==> config.mk <==
export PLATFORM = sky130hd
export DESIGN_NAME = i2s_adc_frame_rx
export DESIGN_NICKNAME = d
export VERILOG_FILES = /design/src/rtl/audio_pkg.sv /design/src/rtl/sample_fifo.sv /design/src/rtl/i2s_adc_frame_rx.sv
export SDC_FILE = /design/constraint.sdc
export NUM_CORES = 1
export LEC_CHECK = 0
export ABC_AREA = 1
export CORE_MARGIN = 2
export CORE_UTILIZATION = 35
export DETAILED_ROUTE_END_ITERATION = 16
export DONT_BUFFER_PORTS = 1
export PLACE_DENSITY = 0.53
export SLEW_MARGIN = 5
export SYNTH_ARGS = -nofsm -noshare
export SYNTH_HDL_FRONTEND = slang
export SYNTH_HIERARCHICAL = 1
export SYNTH_SLANG_ARGS = --single-unit
==> constraint.sdc <==
create_clock -name AUD_BCLK -period 5.4 [get_ports AUD_BCLK]
set_input_delay 1.35 -clock AUD_BCLK [delete_from_list [all_inputs] [get_ports AUD_BCLK]]
set_output_delay 1.35 -clock AUD_BCLK [all_outputs]
set_load 0.02 [all_outputs]
==> src/rtl/audio_pkg.sv <==
// Shared audio constants and the ADC receive state encoding.
package audio_pkg;

  localparam int unsigned SAMPLE_W_DEF   = 16;
  localparam int unsigned FRAME_W        = 2 * SAMPLE_W_DEF;
  localparam int unsigned BCLK_PER_FRAME = 64;

  typedef enum logic [2:0] {
    IDLE,
    SYNC,
    SHIFT_L,
    WAIT_R,
    SHIFT_R,
    WAIT_L
  } rx_state_e;

endpackage

==> src/rtl/sample_fifo.sv <==
// Synchronous first-word-fall-through FIFO with registered head data and flags.
module sample_fifo #(
  parameter int unsigned WIDTH = 32,
  parameter int unsigned DEPTH = 4
) (
  input  logic             clk,
  input  logic             rst,
  input  logic             wr_en,
  input  logic [WIDTH-1:0] wr_data,
  input  logic             rd_en,
  output logic [WIDTH-1:0] rd_data,
  output logic             rd_valid,
  output logic             full,
  output logic             empty
);

  localparam int unsigned PTR_W = (DEPTH > 1) ? $clog2(DEPTH) : 1;
  localparam int unsigned CNT_W = $clog2(DEPTH + 1);

  logic [WIDTH-1:0] mem [DEPTH];
  logic [PTR_W-1:0] wr_ptr;
  logic [PTR_W-1:0] rd_ptr;
  logic [PTR_W-1:0] rd_ptr_nxt;
  logic [CNT_W-1:0] count;
  logic [CNT_W-1:0] count_nxt;
  logic             pop;
  logic             wr;
  logic [WIDTH-1:0] head_nxt;

  assign pop        = rd_en && rd_valid;
  assign wr         = wr_en && (!full || pop);
  assign rd_ptr_nxt = pop ? rd_ptr + PTR_W'(1) : rd_ptr;
  assign count_nxt  = count + CNT_W'(wr) - CNT_W'(pop);

  // A write landing in the slot that becomes the head must be forwarded into the head register.
  assign head_nxt = (wr && (rd_ptr_nxt == wr_ptr)) ? wr_data : mem[rd_ptr_nxt];

  always_ff @(posedge clk or negedge rst) begin
    if (!rst) begin
      wr_ptr   <= '0;
      rd_ptr   <= '0;
      count    <= '0;
      rd_data  <= '0;
      rd_valid <= 1'b0;
      full     <= 1'b0;
      empty    <= 1'b1;
    end else begin
      if (wr) begin
        wr_ptr <= wr_ptr + PTR_W'(1);
      end
      rd_ptr   <= rd_ptr_nxt;
      count    <= count_nxt;
      rd_data  <= head_nxt;
      rd_valid <= (count_nxt != '0);
      full     <= (count_nxt == CNT_W'(DEPTH));
      empty    <= (count_nxt == '0);
    end
  end

  always_ff @(posedge clk) begin
    if (wr) begin
      mem[wr_ptr] <= wr_data;
    end
  end

endmodule

==> src/rtl/i2s_adc_frame_rx.sv <==
// Left-justified codec ADC receiver: assembles {L,R} sample frames, buffers them
// in a small FIFO and reports dropped frames and short channel slots.
module i2s_adc_frame_rx
  import audio_pkg::*;
#(
  parameter int unsigned SAMPLE_W   = SAMPLE_W_DEF,
  parameter int unsigned FIFO_DEPTH = 4,
  parameter logic        LEFT_LEVEL = 1'b1
) (
  input  logic                  AUD_BCLK,
  input  logic                  rst,
  input  logic                  AUD_ADCLRCK,
  input  logic                  AUD_ADCDAT,
  input  logic                  enable,
  input  logic                  err_clr,
  output logic [2*SAMPLE_W-1:0] out_data,
  output logic                  out_valid,
  input  logic                  out_ready,
  output logic                  overflow,
  output logic                  sync_err,
  output logic [15:0]           frame_count
);

  localparam int unsigned FW    = 2 * SAMPLE_W;
  localparam int unsigned CNT_W = $clog2(SAMPLE_W + 1);
  localparam logic [CNT_W-1:0] LAST_BIT = CNT_W'(SAMPLE_W - 1);

  rx_state_e           state;
  rx_state_e           state_nxt;
  logic                lrck_q;
  logic [SAMPLE_W-1:0] sh;
  logic [SAMPLE_W-1:0] sh_nxt;
  logic [SAMPLE_W-1:0] sh_in;
  logic [SAMPLE_W-1:0] left_q;
  logic [SAMPLE_W-1:0] left_nxt;
  logic [CNT_W-1:0]    bitcnt;
  logic [CNT_W-1:0]    bitcnt_nxt;
  logic                lr_edge;
  logic                to_left;
  logic                push;
  logic                short_slot;
  logic                pop;
  logic                accept;
  logic                fifo_full;
  logic                fifo_empty;
  logic [FW-1:0]       frame;

  assign lr_edge = (AUD_ADCLRCK != lrck_q);
  assign to_left = (AUD_ADCLRCK == LEFT_LEVEL);
  assign sh_in   = {sh[SAMPLE_W-2:0], AUD_ADCDAT};
  assign frame   = {left_q, sh_in};
  assign pop     = out_ready && !fifo_empty;
  assign accept  = push && (!fifo_full || pop);

  always_ff @(posedge AUD_BCLK or negedge rst) begin
    if (!rst) begin
      state       <= IDLE;
      lrck_q      <= ~LEFT_LEVEL;
      sh          <= '0;
      left_q      <= '0;
      bitcnt      <= '0;
      overflow    <= 1'b0;
      sync_err    <= 1'b0;
      frame_count <= '0;
    end else begin
      state    <= state_nxt;
      lrck_q   <= AUD_ADCLRCK;
      sh       <= sh_nxt;
      left_q   <= left_nxt;
      bitcnt   <= bitcnt_nxt;
      // New error events win over a coincident clear.
      overflow <= (push && !accept) || (overflow && !err_clr);
      sync_err <= short_slot || (sync_err && !err_clr);
      if (accept) begin
        frame_count <= frame_count + 16'd1;
      end
    end
  end

  // Slot tracking: the MSB arrives in the LRCK edge cycle, then one bit per BCLK.
  always_comb begin
    state_nxt  = state;
    sh_nxt     = sh;
    left_nxt   = left_q;
    bitcnt_nxt = bitcnt;
    push       = 1'b0;
    short_slot = 1'b0;
    if (!enable) begin
      state_nxt  = IDLE;
      bitcnt_nxt = '0;
    end else begin
      case (state)
        IDLE: state_nxt = SYNC;
        SYNC: begin
          if (lr_edge && to_left) begin
            sh_nxt     = SAMPLE_W'(AUD_ADCDAT);
            bitcnt_nxt = CNT_W'(1);
            state_nxt  = SHIFT_L;
          end
        end
        SHIFT_L, SHIFT_R: begin
          if (lr_edge) begin
            // Slot ended early: drop the partial frame, resync on a left edge.
            short_slot = 1'b1;
            bitcnt_nxt = '0;
            state_nxt  = SYNC;
            if (to_left) begin
              sh_nxt     = SAMPLE_W'(AUD_ADCDAT);
              bitcnt_nxt = CNT_W'(1);
              state_nxt  = SHIFT_L;
            end
          end else begin
            sh_nxt     = sh_in;
            bitcnt_nxt = bitcnt + CNT_W'(1);
            if (bitcnt == LAST_BIT) begin
              if (state == SHIFT_L) begin
                left_nxt  = sh_in;
                state_nxt = WAIT_R;
              end else begin
                push      = 1'b1;
                state_nxt = WAIT_L;
              end
            end
          end
        end
        WAIT_R: begin
          if (lr_edge) begin
            sh_nxt     = SAMPLE_W'(AUD_ADCDAT);
            bitcnt_nxt = CNT_W'(1);
            state_nxt  = SHIFT_R;
          end
        end
        WAIT_L: begin
          if (lr_edge) begin
            sh_nxt     = SAMPLE_W'(AUD_ADCDAT);
            bitcnt_nxt = CNT_W'(1);
            state_nxt  = SHIFT_L;
          end
        end
        default: state_nxt = IDLE;
      endcase
    end
  end

  sample_fifo #(
    .WIDTH (FW),
    .DEPTH (FIFO_DEPTH)
  ) u_fifo (
    .clk      (AUD_BCLK),
    .rst      (rst),
    .wr_en    (accept),
    .wr_data  (frame),
    .rd_en    (pop),
    .rd_data  (out_data),
    .rd_valid (out_valid),
    .full     (fifo_full),
    .empty    (fifo_empty)
  );

endmodule

==> key figures <==
Global route
  • Initial antenna violation count: 0
  • Grt met3 use: 2.86%
  • Largest net degree at the start of global routing: 101
  • Met1 global-route usage: 21.3%
  • Final global-route overflow total: 0
  • Wire length of the first global-routing pass: 38700 um
  • GR Util met2: 26.0%
  • Vias in the first global route: 6983
  • Gr busiest metal: met2
  • Total track usage: 15.7%

Yosys
  • Synth warn: 6
  • Avg Cell Area, Syn: 10.0 um2
  • Top cells by area, synth: edfxtp_1 (37%), dfrtp_1 (24%), nand2_1 (11%)
  • Yosys cell types: 35
  • Area leader, netlist: edfxtp_1
  • Synthesized area: 0.0104 mm2
  • Register area share after synthesis: 61.2%
  • Mapped Cells: 1037
  • Top-count cell post-synth: nand2_1
  • Post-synth EDFFs: 128
  • Ys async rst share: 43.9%
  • Seq cells post-synth: 228
  • Top cells by count, synth: nand2_1 (294), edfxtp_1 (128), nand3_1 (121)
  • Synth Flop Type: edfxtp_1
  • Synth top area share: 37.1%
  • Synth Net Count: 1057

Clock network
  • Insertion delay to the later sink of the worst-skew pair: 0.52 ns
  • CTS Buf Count: 26
  • H-tree depth: 1
  • # clock sinks: 228
  • CTS tree: built
  • Post-CTS Setup Repair Bufs: 0
  • Clk buf depth: 3
  • Clock root buffer: clkbuf_16
  • Clock slew at reported path FFs: 0.06 ns
  • Cts repair resizes: 0
  • CTS Hold Buffers Added: 0

Placement
  • Routability Congestion: 0.788
  • Inst Count DP: 1391
  • I/O Buffers: 0
  • Placed inst area: 0.0107 mm2
  • DP HPWL: 13600 um

Power
  • Pwr Total: 4010 uW
  • P per Cell Area: 344 mW/mm2
  • Leakage: 0.00499 uW
  • Max IR drop VDD: 0.236 mV

Setup path
  • R2r endpoint: u_fifo/rd_valid$_DFF_PN0_
  • Critical path peak fanout: 22
  • Worst endpoint required time: 5.80 ns
  • Startpoint types: input pin
  • R2r setup slk: 1.89 ns
  • Arrival @ worst endpoint: 4.25 ns
  • Worst setup path start: AUD_ADCLRCK
  • Setup CP Type: input pin to flip-flop
  • R2R Path Start: bitcnt[0]$_DFFE_PN0P_
  • Critical path destination: u_fifo/rd_valid$_DFF_PN0_
  • Reg2Reg Depth: 18
  • Critical Path Sink Type: flip-flop

STA
  • Worst Tran Pin Value: 0.852 ns
  • # setup viols final: 0
  • Unrepaired setup endpoints after global routing: false
  • Final Hold Fails: 0
  • F_max: 260 MHz
  • Pins Over Slew Limit: 0
  • Period utilization: 71.3%
  • Relative slew slack: 43.2%
  • Clk_skew: 0.0122 ns
  • Crit path time final: 3.85 ns
  • TNS Setup: 0 ns

Die
  • Core area: 0.0294 mm2
  • Num ports: 58
  • Die height: 176 um
  • Starting density of the core: 35.3%
  • DIE AREA: 0.0310 mm2
  • Num rows: 63
  • Die width: 176 um

Worst hold path
  • Hold WC Path Type: flip-flop to flip-flop
  • Hold depth: 2

Route
  • DRC viols: 0
  • Post-DR vias/cell: 4.78
  • DRT iter0 DRCs: 460
  • Drt wl/cell: 16.3 um
  • Final WL: 23400 um
  • DR pass1 iterations: 5
  • Antenna Nets Post-Route: 0
  • Via count: 6879

Cells and area
  • Syn-to-layout area delta: 12.4%
  • Fin cells: 1439
  • Design Area, Final: 0.0117 mm2
  • Final Util: 39.6%
  • Diode count: 0
  • Nets: 1049
  • Share of cells above drive strength 1: 8.77%

Status
  • Status: completed

Flow run
  • Max_cap viols: 0
==> per-layer routing <==
layer,vias up,share of wire [%]
met5,-,0
met4,0,1.9
met3,38,4.8
met2,137,47
met1,3335,46
li1,3369,-
==> per-stage QoR <==
stage                     setup WS, ns  hold slack (ns)
after global placement            1.06            0.485
after CTS                         1.55            0.503
after global routing              1.26            0.500
final                             1.55            0.509
after floorplan                   1.08            0.471
after detailed placement          1.00            0.499
==> worst max-delay path, stage by stage <==
cell and delay, ns:
inv_1 0.03, ha_1 0.34, nand2_1 0.15, nor2_2 0.15, nand3_2 0.11, nor2_4 0.09
buf_4 0.26, nand2_2 0.28, ha_1 0.37, inv_1 0.05, ha_1 0.12, inv_1 0.04
fa_1 0.36, xor2_1 0.24, xnor2_1 0.17, nand2_1 0.09
==> how the worst min path moves through the flow <==
stage	startpoint	endpoint	slack, ns
after floorplan	bitcnt[4]$_DFFE_PN0P_	bitcnt[4]$_DFFE_PN0P_	0.47
after global placement	bitcnt[4]$_DFFE_PN0P_	bitcnt[4]$_DFFE_PN0P_	0.48
after detailed placement	bitcnt[4]$_DFFE_PN0P_	bitcnt[4]$_DFFE_PN0P_	0.50
after CTS	rst	u_fifo/rd_data[3]$_DFF_PN0_	0.50
after global routing	rst	u_fifo/rd_data[16]$_DFF_PN0_	0.50
final	bitcnt[4]$_DFFE_PN0P_	bitcnt[4]$_DFFE_PN0P_	0.51
==> report_power, final <==
part	switching, uW	internal [uW]	leakage [uW]
Sequential	38.3	1860	0.00228
Clock	695	1170	0.000468
Combinational	183	62.2	0.00224
Total	917	3090	0.00499
==> area by class of cell <==
cell class / count / area [um2]
Clock buffer: 40 / 842
Inverter: 125 / 469
Tap cell: 390 / 488
Multi-Input combinational cell: 635 / 3280
Timing Repair Buffer: 13 / 135
Sequential cell: 228 / 6350
Fill cell: 2838 / 17700
Clock inverter: 8 / 96.3
==> registers in the layout, summed over array words and instances (netlist names) <==
name and count:
u_fifo/mem 128, u_fifo/rd_data 32, frame_count 16, left_q 16, sh 15, bitcnt 5, state 3, u_fifo/count 3
u_fifo/rd_ptr 2, u_fifo/wr_ptr 2, lrck_q 1, overflow 1, sync_err 1, u_fifo/empty 1, u_fifo/full 1, u_fifo/rd_valid 1
==> layout by cell type (no fill, tap or decap), types with 2 or more instances in the layout <==
master,n
xnor2_1,7
nor2_2,2
nand3_2,3
clkinv_2,3
buf_12,3
ha_1,12
edfxtp_1,128
o21bai_1,15
o21ai_0,27
nand3b_1,65
nand2_2,11
inv_2,4
dfrtp_1,99
nand3_1,121
nor2_4,5
nor3_1,16
a21oi_1,3
inv_4,2
clkbuf_1,4
clkbuf_16,30
xor2_1,7
nor2_1,30
nand2_1,294
inv_1,120
nor2_8,2
buf_4,10
nand4_1,4
nand2_4,4
bufinv_16,2
clkbuf_8,5
==> kinds of logic after synthesis <==
logic type,after synthesis,share of synthesized area [%]
buf+inv,174,7.43
xor+xnor,14,1.18
compound gates,49,2.84
simple gates,559,25.7
flops,228,61.2
fa+ha+maj,13,1.64
(Power assumes the default switching activity.)
